==> config.mk <==
export PLATFORM = sky130hd
export DESIGN_NAME = mem_stage
export DESIGN_NICKNAME = d
export VERILOG_FILES = /design/src/rtl/mem_stage.sv
export SDC_FILE = /design/constraint.sdc
export NUM_CORES = 1
export LEC_CHECK = 0
export CORE_UTILIZATION = 42
export DETAILED_ROUTE_END_ITERATION = 16
export GPL_TIMING_DRIVEN = 0
export HOLD_SLACK_MARGIN = 0.05
export PLACE_DENSITY = 0.78
export SKIP_CTS_REPAIR_TIMING = 1
export SLEW_MARGIN = 20
export SYNTH_ARGS = -nofsm -noshare
export SYNTH_HDL_FRONTEND = slang
export SYNTH_SLANG_ARGS = --single-unit
==> constraint.sdc <==
create_clock -name clk -period 7.1 [get_ports clk]
set_clock_uncertainty 0.15 [all_clocks]
set_input_delay 1.42 -clock clk [delete_from_list [all_inputs] [get_ports clk]]
set_output_delay 1.42 -clock clk [all_outputs]
set_load 0.02 [all_outputs]
==> src/rtl/mem_stage.sv <==
// mem_stage: memory stage of the pipeline. Issues at most one data-memory
// request at a time, retires instructions to write-back in order, raises
// control-flow redirects and keeps sticky error flags.
module mem_stage (
  input  logic        clk,
  input  logic        reset,
  input  logic        in_valid,
  input  logic [31:0] rs2_val,
  input  logic [31:0] imm_pc,
  input  logic [31:0] pc_add4,
  input  logic [31:0] alu_out,
  input  logic [31:0] imm,
  input  logic [4:0]  rd,
  input  logic        esc_reg,
  input  logic        esc_mem,
  input  logic        jump,
  input  logic        branch,
  input  logic        lui,
  input  logic        jalr,
  input  logic        lw,
  output logic        stall,
  output logic        dmem_req,
  output logic        dmem_we,
  output logic [31:0] dmem_addr,
  output logic [31:0] dmem_wdata,
  input  logic        dmem_ack,
  input  logic [31:0] dmem_rdata,
  output logic        wb_valid,
  output logic        wb_we,
  output logic [4:0]  wb_rd,
  output logic [31:0] wb_data,
  output logic        redirect,
  output logic [31:0] redirect_pc,
  output logic        err_timeout,
  output logic        err_misalign
);

  localparam logic [0:0] ST_IDLE = 1'b0;
  localparam logic [0:0] ST_WAIT = 1'b1;
  // Counter value in the last unacknowledged cycle that still keeps the
  // request alive: the request is abandoned after 255 waiting cycles.
  localparam logic [7:0] CNT_LAST = 8'd254;

  // FSM and wait counter
  logic [0:0]  state_q, state_d;
  logic [7:0]  cnt_q, cnt_d;

  // Outstanding request, captured at accept and held until ack
  logic        req_we_q, req_we_d;
  logic [31:0] req_addr_q, req_addr_d;
  logic [31:0] req_wdata_q, req_wdata_d;
  logic [4:0]  req_rd_q, req_rd_d;
  logic        req_load_q, req_load_d;
  logic        req_wen_q, req_wen_d;

  // Skid register for a retire that collides with a memory completion
  logic        skid_valid_q, skid_valid_d;
  logic        skid_we_q, skid_we_d;
  logic [4:0]  skid_rd_q, skid_rd_d;
  logic [31:0] skid_data_q, skid_data_d;

  // Registered outputs
  logic        wb_valid_q, wb_valid_d;
  logic        wb_we_q, wb_we_d;
  logic [4:0]  wb_rd_q, wb_rd_d;
  logic [31:0] wb_data_q, wb_data_d;
  logic        redirect_q, redirect_d;
  logic [31:0] redirect_pc_q, redirect_pc_d;
  logic        err_timeout_q, err_timeout_d;
  logic        err_misalign_q, err_misalign_d;

  logic        in_wait;
  logic        ack_done;
  logic        timeout;
  logic        accept;
  logic        mem_op;
  logic        misaligned;
  logic        go_wait;
  logic        imm_retire;
  logic        imm_we;
  logic [31:0] imm_data;

  assign in_wait    = (state_q == ST_WAIT);
  assign ack_done   = in_wait & dmem_ack;
  assign timeout    = in_wait & ~dmem_ack & (cnt_q == CNT_LAST);
  // A held skid retire occupies the write-back slot, so nothing new enters.
  assign accept     = in_valid & ~skid_valid_q & (~in_wait | dmem_ack);
  assign stall      = (in_wait & ~dmem_ack) | skid_valid_q;
  assign mem_op     = lw | esc_mem;
  assign misaligned = (alu_out[1:0] != 2'b00);
  assign go_wait    = accept & mem_op & ~misaligned;
  // Non-memory ops and misaligned memory ops both retire at the next edge.
  assign imm_retire = accept & ~go_wait;
  assign imm_we     = ~mem_op & esc_reg & (rd != 5'd0);
  assign imm_data   = (jump | jalr) ? pc_add4 : (lui ? imm : alu_out);

  assign dmem_req     = in_wait;
  assign dmem_we      = req_we_q;
  assign dmem_addr    = req_addr_q;
  assign dmem_wdata   = req_wdata_q;
  assign wb_valid     = wb_valid_q;
  assign wb_we        = wb_we_q;
  assign wb_rd        = wb_rd_q;
  assign wb_data      = wb_data_q;
  assign redirect     = redirect_q;
  assign redirect_pc  = redirect_pc_q;
  assign err_timeout  = err_timeout_q;
  assign err_misalign = err_misalign_q;

  // Request FSM: enter WAIT on an aligned memory op, leave on ack or timeout.
  always_comb begin
    state_d     = state_q;
    cnt_d       = cnt_q;
    req_we_d    = req_we_q;
    req_addr_d  = req_addr_q;
    req_wdata_d = req_wdata_q;
    req_rd_d    = req_rd_q;
    req_load_d  = req_load_q;
    req_wen_d   = req_wen_q;
    if (in_wait) begin
      if (dmem_ack) begin
        state_d = go_wait ? ST_WAIT : ST_IDLE;
      end else if (timeout) begin
        state_d = ST_IDLE;
      end else begin
        cnt_d = cnt_q + 8'd1;
      end
    end else if (go_wait) begin
      state_d = ST_WAIT;
    end
    if (go_wait) begin
      cnt_d       = 8'd0;
      req_we_d    = esc_mem & ~lw;
      req_addr_d  = alu_out;
      req_wdata_d = rs2_val;
      req_rd_d    = rd;
      req_load_d  = lw;
      req_wen_d   = lw & esc_reg & (rd != 5'd0);
    end
  end

  // Write-back: skid first, then memory completion/abandon, then direct retire.
  always_comb begin
    wb_valid_d   = 1'b0;
    wb_we_d      = 1'b0;
    wb_rd_d      = wb_rd_q;
    wb_data_d    = wb_data_q;
    skid_valid_d = 1'b0;
    skid_we_d    = skid_we_q;
    skid_rd_d    = skid_rd_q;
    skid_data_d  = skid_data_q;
    if (skid_valid_q) begin
      wb_valid_d = 1'b1;
      wb_we_d    = skid_we_q;
      wb_rd_d    = skid_rd_q;
      wb_data_d  = skid_data_q;
    end else if (ack_done) begin
      wb_valid_d = 1'b1;
      wb_we_d    = req_wen_q;
      wb_rd_d    = req_rd_q;
      if (req_load_q) begin
        wb_data_d = dmem_rdata;
      end
      if (imm_retire) begin
        skid_valid_d = 1'b1;
        skid_we_d    = imm_we;
        skid_rd_d    = rd;
        skid_data_d  = imm_data;
      end
    end else if (timeout) begin
      wb_valid_d = 1'b1;
      wb_rd_d    = req_rd_q;
    end else if (imm_retire) begin
      wb_valid_d = 1'b1;
      wb_we_d    = imm_we;
      wb_rd_d    = rd;
      wb_data_d  = imm_data;
    end
  end

  // Redirect pulse on accept and sticky error flags.
  always_comb begin
    redirect_d     = 1'b0;
    redirect_pc_d  = redirect_pc_q;
    err_timeout_d  = err_timeout_q | timeout;
    err_misalign_d = err_misalign_q | (accept & mem_op & misaligned);
    if (accept) begin
      if (jalr) begin
        redirect_d    = 1'b1;
        redirect_pc_d = {alu_out[31:1], 1'b0};
      end else if (jump | (branch & (alu_out != 32'd0))) begin
        redirect_d    = 1'b1;
        redirect_pc_d = imm_pc;
      end
    end
  end

  // State registers; reset abandons any outstanding request immediately.
  always_ff @(posedge clk or posedge reset) begin
    if (reset) begin
      state_q        <= ST_IDLE;
      cnt_q          <= 8'd0;
      req_we_q       <= 1'b0;
      req_addr_q     <= 32'd0;
      req_wdata_q    <= 32'd0;
      req_rd_q       <= 5'd0;
      req_load_q     <= 1'b0;
      req_wen_q      <= 1'b0;
      skid_valid_q   <= 1'b0;
      skid_we_q      <= 1'b0;
      skid_rd_q      <= 5'd0;
      skid_data_q    <= 32'd0;
      wb_valid_q     <= 1'b0;
      wb_we_q        <= 1'b0;
      wb_rd_q        <= 5'd0;
      wb_data_q      <= 32'd0;
      redirect_q     <= 1'b0;
      redirect_pc_q  <= 32'd0;
      err_timeout_q  <= 1'b0;
      err_misalign_q <= 1'b0;
    end else begin
      state_q        <= state_d;
      cnt_q          <= cnt_d;
      req_we_q       <= req_we_d;
      req_addr_q     <= req_addr_d;
      req_wdata_q    <= req_wdata_d;
      req_rd_q       <= req_rd_d;
      req_load_q     <= req_load_d;
      req_wen_q      <= req_wen_d;
      skid_valid_q   <= skid_valid_d;
      skid_we_q      <= skid_we_d;
      skid_rd_q      <= skid_rd_d;
      skid_data_q    <= skid_data_d;
      wb_valid_q     <= wb_valid_d;
      wb_we_q        <= wb_we_d;
      wb_rd_q        <= wb_rd_d;
      wb_data_q      <= wb_data_d;
      redirect_q     <= redirect_d;
      redirect_pc_q  <= redirect_pc_d;
      err_timeout_q  <= err_timeout_d;
      err_misalign_q <= err_misalign_d;
    end
  end

endmodule

### Word-level counts from Yosys, hierarchy flattened

Cells that the tools add are included.

| word-level totals | value |
|---|---|
| output and inout port bits | 141 |
| logic and storage cells | 100 |
| input bits | 208 |
| register bits after elaboration | 194 |

| operators by class | value |
|---|---|
| equality and inequality tests | 5 |
| bitwise logic cells | 29 |
| reductions and logical operators | 11 |
| mux-type cells | 34 |
| $add $sub $neg | 1 |

Operator list:

| cell | number |
|---|---|
| two-way mux 32 bit | 9 |
| two-way mux 8 bit | 4 |
| nonzero test 32 bit | 1 |
| two-way mux 5 bit | 4 |
| two-way mux 1 bit | 17 |
| AND 1 bit | 15 |
| AND reduction 3 bit | 3 |
| adder 8 x 1 -> 8 bit, second input constant | 1 |
| == test 8 bit, second input constant | 1 |
| inverter 1 bit | 7 |
| OR 1 bit | 7 |
| inequality test 3 bit, second input constant | 2 |
| nonzero test 2 bit | 3 |
| nonzero test 5 bit | 1 |
| inequality test 2 x 1 -> 1 bit, second input constant | 2 |
| nonzero test 4 bit | 1 |
| nonzero test 3 bit | 1 |
| AND reduction 2 bit | 1 |

### Logic depth before layout (Yosys ltp)

Gate-level depths: netlist of run 1.

| depth | value |
|---|---|
| depth after elaboration | 11 |
| depth in mapped cells | 8 |
| depth with buffers taken out | 6 |

### Least setup slack after synthesis of run 1

OpenSTA, ideal clock, no wires.

| timing | value |
|---|---|
| path kind | input port to output port |
| start point | input port dmem_ack |
| end point | output port stall |
| cell stages on the path | 2 |
| arrival time | 1.858 ns |
| data required time | 5.530 ns |
| buffers on the path | 0 |
| path slack | 3.672 ns |
| cell sequence | nand2b_1 nand2b_1 |

| between the ends | value |
|---|---|
| word-level cells in the longest chain between the ends | 3 |

Ends and longest elaborated chain:

| element | line | RTL |
|---|---|---|
| from (decl) | 26 | `input logic dmem_ack,` |
| inverter 1 bit | 88 | `assign stall = (in_wait & ~dmem_ack) \| skid_valid_q;` |
| AND 1 bit | 88 |  |
| OR 1 bit | 88 |  |
| to (decl) | 21 | `output logic stall,` |

Every way passes these cells.

### Worst setup path in the final report of run 1

Ends and elaborated chain as after synthesis.

==> results.py, run 1 <==
metrics = {
    "route": {
        "drt_wl_total_um": 38520,
        "remaining_drc_errors": 0,
        "routedWlPerCell_um": 21.45,
        "via_per_inst": 5.683,
        "route.antenna.remaining_nets": 0,
        "overall_via_count_from_detail_route": 10210,
        "first_pass_iters": 5,
        "initialDrtViolationCount": 904,
    },
    "logic_synthesis": {
        "netlist.top_cell.by_area": "sky130_fd_sc_hd__dfrtp_1",
        "synth_enable_flop_cells": 0,
        "synthesis.instances": 1091,
        "yosys.area.top_type_share_pct": 47.05,
        "netlist-cell-type-count": 50,
        "synth_sequential_area_ratio_pct": 47.05,
        "syn_std_cell_area_um2": 10320,
        "post_synth.cell_area_avg_um2": 9.458,
        "synthFlopType": "sky130_fd_sc_hd__dfrtp_1",
        "async_flop_share_pct": 100.0,
        "postSynthRegisterBits": 194,
        "main_area_contributors_after_synthesis": "sky130_fd_sc_hd__dfrtp_1 (47%), sky130_fd_sc_hd__nand2_1 (10%), sky130_fd_sc_hd__o211ai_1 (7.1%)",
        "net_count_of_the_mapped_netlist": 1301,
        "synth-warning-count": 0,
    },
    "sta": {
        "setup_viol_count_final": 0,
        "final-hold-violation-count": 0,
        "finalHoldWorstSlack_ns": 0.3084,
        "post-route-min-period_ns": 4.778,
        "timing.max_slew.rel_slack_pct": 45.30,
        "post-route-period-util_pct": 67.29,
        "final-max-slew-violation-count": 0,
        "worst_pin_slew_ns": 0.8175,
        "tns_ns": 0,
        "rsz0062_at_grt": "false",
        "fmax_mhz": 209.3,
    },
    "clock_network": {
        "insertion_delay_ns": 0.44,
        "clock-root-buffer": "sky130_fd_sc_hd__clkbuf_16",
        "number_of_clock_buffers_inserted_by_tritoncts": 17,
        "cts.sink_count": 194,
        "clkSlewWorstSetupHoldPaths_ns": 0.07,
        "tritoncts": "yes",
        "cts_max_level": 4,
        "clk_path_buf_depth": 2,
    },
    "placed_design": {
        "port-buffer-count": 346,
        "dp_hpwl_um": 28900,
        "finalWeightedCongestion": 0.9272,
        "placed_cell_area_um2": 14220,
    },
    "die": {
        "fp.dieH_um": 158.7,
        "die_w_um": 158.7,
        "core_area_um2": 23750,
        "io-pin-count": 349,
        "starting_utilization_of_the_core_area_pct": 43.44,
        "rows": 56,
        "die_ar_um2": 25200,
    },
    "pwr": {
        "p_leak_nw": 6.225,
        "vdd.ir_drop.worst_mv": 0.1405,
        "power-per-cell-area_nw_per_um2": 251.7,
        "fin_total_pwr_mw": 3.732,
    },
    "run_status": {
        "outcome": "finished, final reports clean",
    },
    "worst_setup_path": {
        "cp.required_ns": 5.53,
        "arrival_ns": 3.21,
        "crit_path_start_kind": "input pin",
        "critical_path.max_fanout": 8,
        "critical_path_class": "input pin to output port",
        "worstSetupEndpointType": "output port",
    },
    "grt": {
        "grt_pass1_vias": 10270,
        "grt_first_pass_wirelength_um": 59400,
        "antenna_found_initial": 6,
        "grt_start_max_net_pins": 100,
        "groute.usage.overall_pct": 30.54,
        "grt_overflow_total": 0,
    },
    "cells_and_area": {
        "final_nets": 1667,
        "n_fill_cell": 1959,
        "regArea_um2": 4855,
        "syn2layout_area_growth_pct": 43.70,
        "most_common_cell_after_layout_fill_and_taps_aside": "sky130_fd_sc_hd__clkdlybuf4s50_1",
        "layout_common_cells": "sky130_fd_sc_hd__clkdlybuf4s50_1 (346), sky130_fd_sc_hd__nand2_1 (276), sky130_fd_sc_hd__dfrtp_1 (194), sky130_fd_sc_hd__o211ai_1 (97), sky130_fd_sc_hd__a21oi_1 (69)",
        "drive_above_1_share_pct": 10.68,
        "design_area_um2": 14830,
        "multiInputGateArea_um2": 5034,
    },
    "min_path": {
        "holdCritPathClass": "flip-flop to flip-flop",
    },
    "run": {
        "cap_viol_max_count": 0,
    },
}
[cells by family (layout without fill, tap and decap cells)]
| kind of cell | count (synthesis) | after routing | synth area share, % |
|---|---|---|---|
| AOI/OAI and AO/OA | 319 | 319 | 20.21 |
| buffers and inverters | 100 | 479 | 4.171 |
| and+or+nand+nor | 366 | 366 | 15.40 |
| muxes | 106 | 106 | 12.59 |
| DFF | 194 | 194 | 47.05 |
| xor gates and xnor gates | 4 | 4 | 0.3396 |
| other | 0 | 7 | 0 |
| adders and majority gates | 2 | 2 | 0.2425 |
[sequential cells by signal, indices dropped and copies added (netlist names), 5 cells and up]
register     count
dmem_addr       32
dmem_wdata      32
redirect_pc     32
skid_data_q     32
wb_data         32
cnt_q            8
req_rd_q         5
skid_rd_q        5
wb_rd            5
[layer usage]
metal  vias up  part of all wire (%)  GRT usage [%]
met1      4979                    42          39.84
met3       117                   7.1          6.008
li1       4603                     -              -
met4         0                   5.0          16.64
met2       508                    46          47.63
met5         -                     0              0
[cell usage after synthesis, types with 3 or more instances]
| cell type | n |
|---|---|
| sky130_fd_sc_hd__mux2_2 | 59 |
| sky130_fd_sc_hd__o21ai_0 | 68 |
| sky130_fd_sc_hd__clkbuf_1 | 60 |
| sky130_fd_sc_hd__nand2b_1 | 3 |
| sky130_fd_sc_hd__mux2_1 | 11 |
| sky130_fd_sc_hd__dfrtp_1 | 194 |
| sky130_fd_sc_hd__mux2_4 | 30 |
| sky130_fd_sc_hd__nand3_1 | 3 |
| sky130_fd_sc_hd__nor4_1 | 8 |
| sky130_fd_sc_hd__buf_1 | 4 |
| sky130_fd_sc_hd__mux2i_1 | 6 |
| sky130_fd_sc_hd__a21oi_1 | 69 |
| sky130_fd_sc_hd__nor4b_1 | 5 |
| sky130_fd_sc_hd__nor2_1 | 12 |
| sky130_fd_sc_hd__o211ai_1 | 97 |
| sky130_fd_sc_hd__buf_2 | 23 |
| sky130_fd_sc_hd__o31ai_1 | 3 |
| sky130_fd_sc_hd__buf_6 | 3 |
| sky130_fd_sc_hd__inv_1 | 9 |
| sky130_fd_sc_hd__a221oi_1 | 5 |
| sky130_fd_sc_hd__or2_2 | 3 |
| sky130_fd_sc_hd__nand2_1 | 276 |
| sky130_fd_sc_hd__nand4_1 | 5 |
| sky130_fd_sc_hd__and2_1 | 4 |
| sky130_fd_sc_hd__nor2b_1 | 37 |
| sky130_fd_sc_hd__a22oi_1 | 32 |
| sky130_fd_sc_hd__o21bai_1 | 32 |
[critical path, stage by stage]
cell and delay, ns:
sky130_fd_sc_hd__clkdlybuf4s50_1 0.57, sky130_fd_sc_hd__nand2b_1 0.40, sky130_fd_sc_hd__nand2b_1 0.18, sky130_fd_sc_hd__clkdlybuf4s50_1 0.63
[path summary, 6_finish.rpt]
check / from / endpoint / slack [ns] / cells after the start
min in group asynchronous: reset / dmem_wdata[0] / 1.31 / 2
worst min-delay path: err_timeout / err_timeout / 0.31 / 1
worst max-delay path: dmem_ack / stall / 2.32 / 4
max in group asynchronous: reset / dmem_addr[13] / 4.52 / 3
worst min register to register: err_timeout / err_timeout / 0.31 / 1
worst max register to register: skid_valid_q / redirect_pc[18] / 4.75 / 6
[per-stage QoR]
step / instances / setup WS (ns) / util, %
finish: 1796 / 2.322 / 62.43
global route: 1795 / 2.275 / 62.42
CTS: 1789 / 2.342 / 62.35
detailed placement: 1757 / 2.346 / 59.85
global placement: 1756 / -2.556 / 59.70
floorplan: 1091 / 0.2461 / -
[area by class of cell]
cell class | instances | area share (%)
multi-input cells | 797 | 33.95
flip-flops and latches | 194 | 32.74
repair buffers | 347 | 23.54
clock buffers | 19 | 3.055
well taps | 319 | 2.692
plain buffers | 91 | 2.675
clock inverters | 13 | 0.9535
inverters | 9 | 0.2785
diodes | 7 | 0.1181
[power by group]
group / switching, mW / leakage [nW] / internal, mW
clock network: 0.481 / 0.296 / 0.518
logic: 0.612 / 3.55 / 0.616
registers: 0.156 / 2.38 / 1.35
(Power assumes the default switching activity.)
==> inputs of run 2 (changes only) <==
==> constraint.sdc (replaced) <==
create_clock -name clk -period 4.16 [get_ports clk]
set_clock_uncertainty 0.15 [all_clocks]
set_input_delay 0.832 -clock clk [delete_from_list [all_inputs] [get_ports clk]]
set_output_delay 0.832 -clock clk [all_outputs]
set_load 0.02 [all_outputs]
==> results.py, run 2 (synthesized netlist as in run 1, its figures left out) <==
metrics = {
    "die": {
        "io-pin-count": 349,
        "rows": 56,
        "die_ar_um2": 25200,
        "starting_utilization_of_the_core_area_pct": 43.44,
        "core_area_um2": 23750,
        "fp.dieH_um": 158.7,
        "die_w_um": 158.7,
    },
    "placed_design": {
        "port-buffer-count": 346,
        "dp_hpwl_um": 29480,
        "placed_cell_area_um2": 14350,
        "finalWeightedCongestion": 0.9261,
    },
    "route": {
        "first_pass_iters": 5,
        "drt_wl_total_um": 38260,
        "via_per_inst": 5.606,
        "route.antenna.remaining_nets": 0,
        "routedWlPerCell_um": 21.24,
        "overall_via_count_from_detail_route": 10100,
        "initialDrtViolationCount": 687,
        "remaining_drc_errors": 0,
    },
    "worst_setup_path": {
        "crit_end": "stall",
        "worstSetupEndpointType": "output port",
        "crit_path_start_kind": "flip-flop",
        "cp.required_ns": 3.18,
        "setup.worst_path.start": "skid_valid_q",
        "critical_path.max_fanout": 10,
        "worst_r2r_endpoint": "redirect_pc[20]",
        "worstRegToRegCells": 6,
        "critical_path_class": "flip-flop to output port",
        "worst_reg2reg_startpoint": "skid_valid_q",
        "r2r_setup_slk_ns": 1.74,
        "arrival_ns": 2.63,
    },
    "pwr": {
        "power.share.combinational_pct": 33.1,
        "clock_power_share_pct": 26.7,
        "p_seq_share_pct": 40.2,
        "switchingPower_mw": 2.142,
        "cellInternalPower_mw": 4.227,
        "power.switching_fraction_pct": 33.63,
        "power-per-cell-area_nw_per_um2": 425.8,
        "p_leak_nw": 6.281,
        "vdd.ir_drop.worst_mv": 0.2594,
    },
    "clock_network": {
        "clk_path_buf_depth": 2,
        "insertion_delay_ns": 0.44,
        "cts.sink_count": 194,
        "number_of_clock_buffers_inserted_by_tritoncts": 17,
        "clock-root-buffer": "sky130_fd_sc_hd__clkbuf_16",
        "tritoncts": "yes",
        "clkSlewWorstSetupHoldPaths_ns": 0.07,
        "cts_max_level": 4,
    },
    "cells_and_area": {
        "drive_above_1_share_pct": 11.04,
        "syn2layout_area_growth_pct": 44.97,
        "final_nets": 1673,
        "regArea_um2": 4855,
        "design_area_um2": 14960,
        "n_fill_cell": 1962,
        "final_core_util_pct": 62.98,
        "most_common_cell_after_layout_fill_and_taps_aside": "sky130_fd_sc_hd__clkdlybuf4s50_1",
        "multiInputGateArea_um2": 5034,
        "layout_common_cells": "sky130_fd_sc_hd__clkdlybuf4s50_1 (346), sky130_fd_sc_hd__nand2_1 (276), sky130_fd_sc_hd__dfrtp_1 (194), sky130_fd_sc_hd__o211ai_1 (97), sky130_fd_sc_hd__a21oi_1 (69)",
    },
    "sta": {
        "final-hold-violation-count": 0,
        "worst_pin_slew_ns": 0.7190,
        "finalHoldWorstSlack_ns": 0.3257,
        "fmax_mhz": 276.8,
        "setup_viol_count_final": 0,
        "post-route-period-util_pct": 86.85,
        "post-route-min-period_ns": 3.613,
        "tns_ns": 0,
        "rsz0062_at_grt": "false",
        "final-max-slew-violation-count": 0,
        "timing.max_slew.rel_slack_pct": 51.70,
    },
    "grt": {
        "grt_start_max_net_pins": 33,
        "grt_first_pass_wirelength_um": 58770,
        "grt_pass1_vias": 10020,
        "grt_overflow_total": 0,
        "antenna_found_initial": 7,
        "groute.usage.overall_pct": 30.24,
    },
    "run": {
        "cap_viol_max_count": 0,
    },
    "min_path": {
        "min_from": "err_timeout",
        "holdCritPathClass": "flip-flop to flip-flop",
    },
    "run_status": {
        "outcome": "finished, final reports clean",
    },
}
-- run 2: power by group through the flow --
| stage | combinational [mW] | sequential [mW] | clock, mW |
|---|---|---|---|
| 6_report | 2.11 | 2.56 | 1.70 |
| 5_1_grt | 2.25 | 2.61 | 1.79 |
| 4_1_cts | 2.11 | 2.56 | 1.72 |
| 3_5_place_dp | 2.10 | 2.59 | 0 |
| 3_3_place_gp | 2.04 | 2.58 | 0 |
| 2_1_floorplan | 0.724 | 2.89 | 0 |
-- run 2: worst max-delay path: stages (launching register included) --
cell	delay (ns)
sky130_fd_sc_hd__dfrtp_1	0.34
sky130_fd_sc_hd__buf_2	0.22
sky130_fd_sc_hd__clkbuf_1	0.41
sky130_fd_sc_hd__clkbuf_1	0.42
sky130_fd_sc_hd__nand2b_1	0.16
sky130_fd_sc_hd__clkdlybuf4s50_1	0.64
-- run 2: final cells by class --
class | instances | share of cell area (%)
clock buffers | 17 | 2.844
multi-input cells | 797 | 33.65
inverters | 9 | 0.2509
flip-flops and latches | 194 | 32.45
well taps | 319 | 2.668
diodes | 6 | 0.1004
repair buffers | 353 | 24.24
clock inverters | 15 | 1.146
plain buffers | 91 | 2.651
-- run 2: stage by stage --
step	std cells	total power, mW	setup slack (ns)
2_1_floorplan	1091	3.618	0.6736
3_3_place_gp	1756	4.615	-1.006
3_5_place_dp	1763	4.690	0.4801
4_1_cts	1795	6.383	0.5358
5_1_grt	1801	6.650	0.5030
6_report	1801	6.369	0.5472
-- run 2: per-layer routing --
layer	part of all wire (%)	track usage, %
met5	0.031	0
met4	4.6	16.11
met3	6.9	6.139
met2	47	47.53
met1	42	39.14
-- run 2: worst min-delay path by stage --
stage                  endpoint  cells after the start
floorplan            req_load_q                      2
global placement    err_timeout                      1
detailed placement  err_timeout                      1
CTS                 err_timeout                      1
global route        err_timeout                      1
finish              err_timeout                      1
